[src/rtl/vector_mem_sequencer.sv]
// vector_mem_sequencer: memory-stage sequencer splitting 128-bit vector
// accesses into four 32-bit word beats; scalar accesses pass through.
// Ports: clk, rst_n | MemReq, MemW, MemSrc, Addr, WriteData, WriteDataV,
//   MemRD (async read data) | MemAddr, MemWE, MemWD to data memory |
//   ReadData, ReadDataV results | Stall, Busy, Done status.
module vector_mem_sequencer #(
  parameter int LANES = 4
) (
  input  logic         clk,
  input  logic         rst_n,
  input  logic         MemReq,
  input  logic         MemW,
  input  logic         MemSrc,
  input  logic [31:0]  Addr,
  input  logic [31:0]  WriteData,
  input  logic [127:0] WriteDataV,
  input  logic [31:0]  MemRD,
  output logic [31:0]  MemAddr,
  output logic         MemWE,
  output logic [31:0]  MemWD,
  output logic [31:0]  ReadData,
  output logic [127:0] ReadDataV,
  output logic         Stall,
  output logic         Busy,
  output logic         Done
);

  typedef enum logic [1:0] {
    IDLE = 2'd0,
    BEAT = 2'd1,
    DONE = 2'd2
  } state_t;

  state_t      state;
  logic [1:0]  k;
  logic [31:0] base;
  logic        we_q;
  logic [95:0] wd_q;
  logic        vec_start;
  logic [31:0] lane_wd;

  assign vec_start = (state == IDLE)
                   & MemReq & MemSrc;

  always_ff @(posedge clk or negedge rst_n) begin
    if (!rst_n) begin
      state     <= IDLE;
      k         <= 2'd0;
      base      <= 32'd0;
      we_q      <= 1'b0;
      wd_q      <= 96'd0;
      ReadDataV <= 128'd0;
    end else begin
      case (state)
        IDLE: begin
          if (vec_start) begin
            base  <= {Addr[31:2], 2'b00};
            we_q  <= MemW;
            wd_q  <= WriteDataV[127:32];
            if (!MemW)
              ReadDataV[31:0] <= MemRD;
            k     <= 2'd1;
            state <= BEAT;
          end
        end
        BEAT: begin
          if (!we_q)
            ReadDataV[{k, 5'b0} +: 32] <= MemRD;
          if (k == 2'd3) begin
            k     <= 2'd0;
            state <= DONE;
          end else begin
            k <= k + 2'd1;
          end
        end
        DONE: state <= IDLE;
        default: state <= IDLE;
      endcase
    end
  end

  always_comb begin
    lane_wd = wd_q[95:64];
    unique case (k)
      2'd1:    lane_wd = wd_q[31:0];
      2'd2:    lane_wd = wd_q[63:32];
      default: lane_wd = wd_q[95:64];
    endcase
  end

  always_comb begin
    MemAddr = Addr;
    MemWE   = 1'b0;
    MemWD   = WriteData;
    Stall   = 1'b0;
    unique case (1'b1)
      (state == IDLE): begin
        if (vec_start) begin
          MemAddr = {Addr[31:2], 2'b00};
          MemWE   = MemW;
          MemWD   = WriteDataV[31:0];
          Stall   = 1'b1;
        end else if (MemReq) begin
          MemWE = MemW;
        end
      end
      (state == BEAT): begin
        MemAddr = base + {28'd0, k, 2'b00};
        MemWE   = we_q;
        MemWD   = lane_wd;
        Stall   = 1'b1;
      end
      default: ;
    endcase
    // Reset must kill writes and stalls at once, even with MemReq held.
    if (!rst_n) begin
      MemWE = 1'b0;
      Stall = 1'b0;
    end
  end

  assign ReadData = MemRD;
  assign Busy     = (state != IDLE);
  assign Done     = (state == DONE);

endmodule
[config.mk]
export PLATFORM = sky130hd
export DESIGN_NAME = vector_mem_sequencer
export DESIGN_NICKNAME = d
export VERILOG_FILES = /design/src/rtl/vector_mem_sequencer.sv
export SDC_FILE = /design/constraint.sdc
export NUM_CORES = 1
export LEC_CHECK = 0
export CORE_AREA = 3 3 175 177
export DETAILED_ROUTE_END_ITERATION = 8
export DIE_AREA = 0 0 178 180
export PLACE_DENSITY = 0.72
export SETUP_SLACK_MARGIN = 0.2
export SYNTH_ARGS = -nofsm -noshare
export SYNTH_HDL_FRONTEND = slang
export SYNTH_SLANG_ARGS = --single-unit
[constraint.sdc]
create_clock -name clk -period 2.5 [get_ports clk]
set_input_delay 0.375 -clock clk [delete_from_list [all_inputs] [get_ports clk]]
set_output_delay 0.375 -clock clk [all_outputs]
set_load 0.1 [all_outputs]
==> metrics, run 1 <==
Core Util, Final 72.5%; #FFs+latches synth 259; Clk Latency, worst-skew pair 550 ps; initial antenna violation count 8; total wire length 48.5 mm; I/O Buffers 456; post-synth cell types 42; RePlAce Congestion 0.936; # hold bufs at CTS 0; clock sinks 259; top cells by area, synth dfrtp_1 (53%), nand2_1 (21%), o21ai_0 (8.5%), a22oi_1 (3.9%), clkbuf_1 (2.7%); most used flip-flop cell after synthesis dfrtp_1; cts bufs inserted 28; Initial DRT Pass Iterations 5; Critical Path Max Stage Delay 490 ps; global-route wire length before repair 73.3 mm; HPWL after DPL 33.7 mm; HP Class input port to async pin; vias in the first global route 12,755; Tmin final 2980 ps; CTS tree done; Area Overhead vs Synth 72.8%; Multi-input gate area 6700 µm²; worst-case reg-to-reg path depth 10; # H-tree levels 1; I/O pin total 457; cell taking the most area after synthesis dfrtp_1; critical path peak fanout 5; CP Capture Type output pin; critical path data required time 2120 ps; largest net degree at the start of global routing 174; core area 29,400 µm²; grt ovf 0; Post-synth EDFFs 0; Syn Inst Count 1,521; deepest clock path buffer count 3; Final Max Tran Viols 0; critical path arrival 2600 ps; fin nets 2,224; Post-synth ARST share 100%; CP cell instances ha_4 -> fa_2 -> nand4_1 -> buf_6 -> or4_4 -> a31oi_4 -> buf_12; Seq/Total Area, Yosys 52.5%; Setup CP Type flop to output pin; crit start category flop; share of the synthesized area in the top cell type 52.5%; Final Hold Vio Count 3; most frequent cells after synthesis nand2_1 (702), dfrtp_1 (259), o21ai_0 (210), clkbuf_1 (89), a22oi_1 (64); synthesized area 12,300 µm²; Post-Syn Area per Cell 8.11 µm²; placed cell areas 19,000 µm²; syn nets 1,759; fin area 21,300 µm²; share of cells above drive strength 1 30.5%; Yosys warning count 0; most frequent cell after synthesis nand2_1; unrepaired setup endpoints after global routing true; Post-DRT Antenna Nets 0; outcome finished, violations left; Layout Skew 23.6 ps; Reg area 6490 µm²; WHS -13.4 ps; Initial Util 42.0%; site row count 63; post-DR wirelength/cell 20.2 µm; initial DRC count 944; Die Ht 180 µm; critical path's slowest cell or4_4; Worst-Margin Slew 1080 ps; worst relative slew slack 28.2%; Die X 178 µm; maxcap violations 0; Vias 12,732; Total Routing Usage GR 29.2%; Remaining DRCs 0; failing checks negative hold slack, negative setup slack; Reg clk slew, reported paths 60 ps; final setup fails 60; fin crit share 119%; fillers 2,093; setup ws final -480 ps; root buffer cell clkbuf_16; die area 32,000 µm²; vias per cell 5.30; maximum clock rate 336 MHz
[cell families (layout without fill, tap and decap cells)]
logic type               count (synthesis)  count (layout)  synth area share, %
AND/OR/NAND/NOR                        787             788                 25.7
AO/OA/AOI/OAI                          309             309                 14.4
flip-flops                             259             259                 52.5
buffers and inverters                  144             629                 5.55
XOR/XNOR                                13              13                0.923
adder cells (fa/ha/maj)                  9               9                0.973
other                                    0               6                    0
[cell type report]
cell class	instances	area share, %
antenna	6	0.0704
inverter	6	0.129
timing repair buffer	572	31.0
sequential	259	30.4
clock inverter	10	0.780
tap	390	2.29
multi-input combinational	1119	31.4
clock buffer	41	3.84
[state kept, by name, indices dropped and copies added (netlist names)]
signal     count
we_q           1
k              2
ReadDataV    128
base          30
wd_q          96
state          2
[what timing repair did]
item                                    4_1_cts  5_1_grt
endpoints found under the setup margin       62       70
cloned                                        7        2
setup buffers                                21       14
pin swaps                                    59       49
resized for setup                           171       56
[per-stage QoR]
stage | instances | setup WS [ps] | setup TNS (ps) | hold WS (ps)
floorplan | 1521 | -501 | -3060 | 79.4
global placement | 2302 | 104 | 0 | 452
detailed placement | 2302 | 56.7 | 0 | 457
CTS | 2381 | -431 | -16570 | 72.8
global route | 2403 | -557 | -23690 | 103
finish | 2403 | -480 | -19160 | -13.4
[routing by layer]
metal	GRT usage, %	part of all wire, %	vias up
met1	35.7	37	6119
met2	50.3	50	572
met3	6.82	8.6	110
met4	10.5	3.9	4
met5	0	0.056	-
li1	-	-	5927
[layout by cell type (no fill, tap or decap), drive strengths merged, types with 7 or more instances in the layout]
master         netlist  routed
nand2              702     702
buf                 49     341
dfrtp              259     259
clkdlybuf4s50        0     227
o21ai              210     210
a22oi               64      64
clkbuf              89      44
nor2                18      18
a31oi               15      15
nand3               13      13
or4                 12      12
o31ai               12      12
nand4                8       8
ha                   8       8
and4                 7       7
xor2                 7       7
[worst max-delay path: cells and delay by family (launching register included)]
family	cells	cell delay (ps)
AND/OR/NAND/NOR	2	670
flip-flops	1	410
buffers and inverters	2	400
adder cells (fa/ha/maj)	2	390
AO/OA/AOI/OAI	1	200
[path summary, 6_finish.rpt]
path	from	end	slack, ps
worst min register to register	ReadDataV[84]	ReadDataV[84]	480
worst max-delay path	k[0]	MemAddr[24]	-480
worst max register to register	k[0]	ReadDataV[24]	240
max in group asynchronous	rst_n	ReadDataV[65]	1690
worst min-delay path	rst_n	base[9]	-10
min in group clk	WriteDataV[81]	wd_q[49]	350
Power of run 1 is left out: the tool's default activity adds up to more than one toggle a clock period on the data nets, which glitch-free logic cannot reach.
==> run 2: changes to the inputs <==
--- a/config.mk
+++ b/config.mk
@@ -5,6 +5,7 @@
 export SDC_FILE = /design/constraint.sdc
 export NUM_CORES = 1
 export LEC_CHECK = 0
+export ABC_AREA = 0
 export CORE_AREA = 3 3 175 177
 export DETAILED_ROUTE_END_ITERATION = 8
 export DIE_AREA = 0 0 178 180
==> results of run 2 <==
No change in the layout: final DEF, timing and power equal those of run 1.
Power of run 2 is left out for the same reason.
==> run 3: changes to the inputs <==
--- a/config.mk
+++ b/config.mk
@@ -6,10 +6,11 @@
 export NUM_CORES = 1
 export LEC_CHECK = 0
 export ABC_AREA = 0
-export CORE_AREA = 3 3 175 177
+export CORE_AREA = 2 2 179 181
+export CTS_CLUSTER_DIAMETER = 200
 export DETAILED_ROUTE_END_ITERATION = 8
-export DIE_AREA = 0 0 178 180
-export PLACE_DENSITY = 0.72
+export DIE_AREA = 0 0 181 183
+export PLACE_DENSITY = 0.69
 export SETUP_SLACK_MARGIN = 0.2
 export SYNTH_ARGS = -nofsm -noshare
 export SYNTH_HDL_FRONTEND = slang
==> run 3 against run 2 <==
The flow finishes with violations (negative setup slack); final cell count is 1.1% higher; via count up 2.0%; clock skew is 2.0 ps lower; worst hold slack gained 73 ps; first-iteration DRC count rose by 16%; sequential share of layout area decreased by 0.79 points; final area grew 2.7%; fmax increased by 0.19%; critical endpoint is now MemAddr[31].
==> metrics, run 3 (synthesized netlist as in run 1, its figures left out) <==
Initial Util 39.5%; die area 33,100 µm²; vias per cell 5.35; deepest clock path buffer count 3; Setup CP Type flop to output pin; outcome finished, violations left; HPWL after DPL 32.0 mm; fin nets 2,242; Most Crowded Layer GR met2; Initial DRT Pass Iterations 5; CP Capture Type output pin; Die Ht 183 µm; unrepaired setup endpoints after global routing true; root buffer cell clkbuf_16; site row count 65; fin area 21,900 µm²; Clk Latency, worst-skew pair 550 ps; Core Util, Final 70.1%; Tmin final 2970 ps; Final Hold Vio Count 0; Largest register FFs 128; share of cells above drive strength 1 31.7%; I/O Buffers 456; Reg clk slew, reported paths 60 ps; CTS tree done; Total Routing Usage GR 29.5%; GR Util met1 36.1%; post-DR wirelength/cell 21.3 µm; critical path data required time 2120 ps; Area Overhead vs Synth 77.5%; cts bufs inserted 29; initial DRC count 1,094; critical path arrival 2600 ps; maximum clock rate 336 MHz; setup ws final -474 ps; most frequent cells in the layout nand2_1 (682), dfrtp_1 (247), clkdlybuf4s50_1 (227); maxcap violations 0; Vias 12,990; Remaining DRCs 0; Largest regs ReadDataV (128), wd_q (96), base (30); Setup TNS -15,160 ps; fillers 2,295; global-route wire length before repair 76.5 mm; commonest non-fill, non-tap cell in the layout nand2_1; crit start category flop; I/O pin total 457; total wire length 51.8 mm; Final Max Tran Viols 0; # H-tree levels 1; clock sinks 259; # hold bufs at CTS 0; final setup fails 60; GRT met2 Usage 51.1%; critical path peak fanout 4; Reg area 6500 µm²; grt ovf 0; pre-CTS setup slack 31.8 ps; placed cell areas 18,900 µm²; Layout Skew 21.6 ps; Multi-input gate area 6730 µm²; vias in the first global route 13,037; worst relative slew slack 32.1%; core area 31,200 µm²; HP Class input port to async pin; failing checks negative setup slack; RePlAce Congestion 0.859; global routing usage on met3 6.69%; largest net degree at the start of global routing 185; fin crit share 119%; Biggest register ReadDataV; Worst-Margin Slew 1020 ps; Post-DRT Antenna Nets 0; Die X 181 µm; initial antenna violation count 1
## run 3: changes by cell type in the layout (fill, tap and decap cells not counted), sizes merged, moves of 2 or more
cell / previous run / this run
buf: 341 / 349
diode: 6 / 1
clkinvlp: 2 / 5
inv: 6 / 9
bufinv: 4 / 6
clkinv: 4 / 6
nand4: 8 / 10
## run 3: stage by stage
step	hold slack, ps	std cells
finish	59.8	2430
global route	87.4	2430
floorplan	79.4	1521
detailed placement	457	2295
CTS	96.1	2393
global placement	452	2295
## run 3: path summary, 6_finish.rpt
path / startpoint / endpoint / slack (ps) / depth (start not counted)
setup / recovery: k[1] / MemAddr[31] / -470 / 6
hold / removal: rst_n / ReadDataV[92] / 60 / 2
setup reg to reg: k[0] / ReadDataV[34] / 110 / 11
hold reg to reg: ReadDataV[117] / ReadDataV[117] / 480 / 2
max in group asynchronous: rst_n / base[27] / 1650 / 2
min in group clk: WriteDataV[77] / wd_q[45] / 340 / 3
## run 3: area by class of cell
cell class,count,area share [%]
inverter,6,0.160
tap,402,2.30
multi-input combinational,1121,30.7
clock buffer,34,3.54
sequential,259,29.7
clock inverter,20,1.27
antenna,1,0.0114
timing repair buffer,587,32.3
## run 3: critical path: stages (launching register included)
cell	delay, ps
dfrtp_2	460
ha_4	250
a21oi_1	400
nor2_1	200
and4_1	230
o31a_2	330
buf_12	180
## run 3: what timing repair did
| action | CTS | global route |
|---|---|---|
| pin swaps | 58 | 50 |
| endpoints found under the hold margin | 0 | 0 |
| setup endpoints to repair | 129 | 125 |
| resized for setup | 165 | 116 |
| buffers inserted | 30 | 25 |
| gates cloned | 14 | 11 |
## run 3: routing by layer
metal  routed length (µm)  vias up
li1                     -     5960
met1                19400     6229
met2                25800      671
met3                 4460      130
met4                 2140        0
met5                    0        -
Power of run 3 is left out for the same reason.
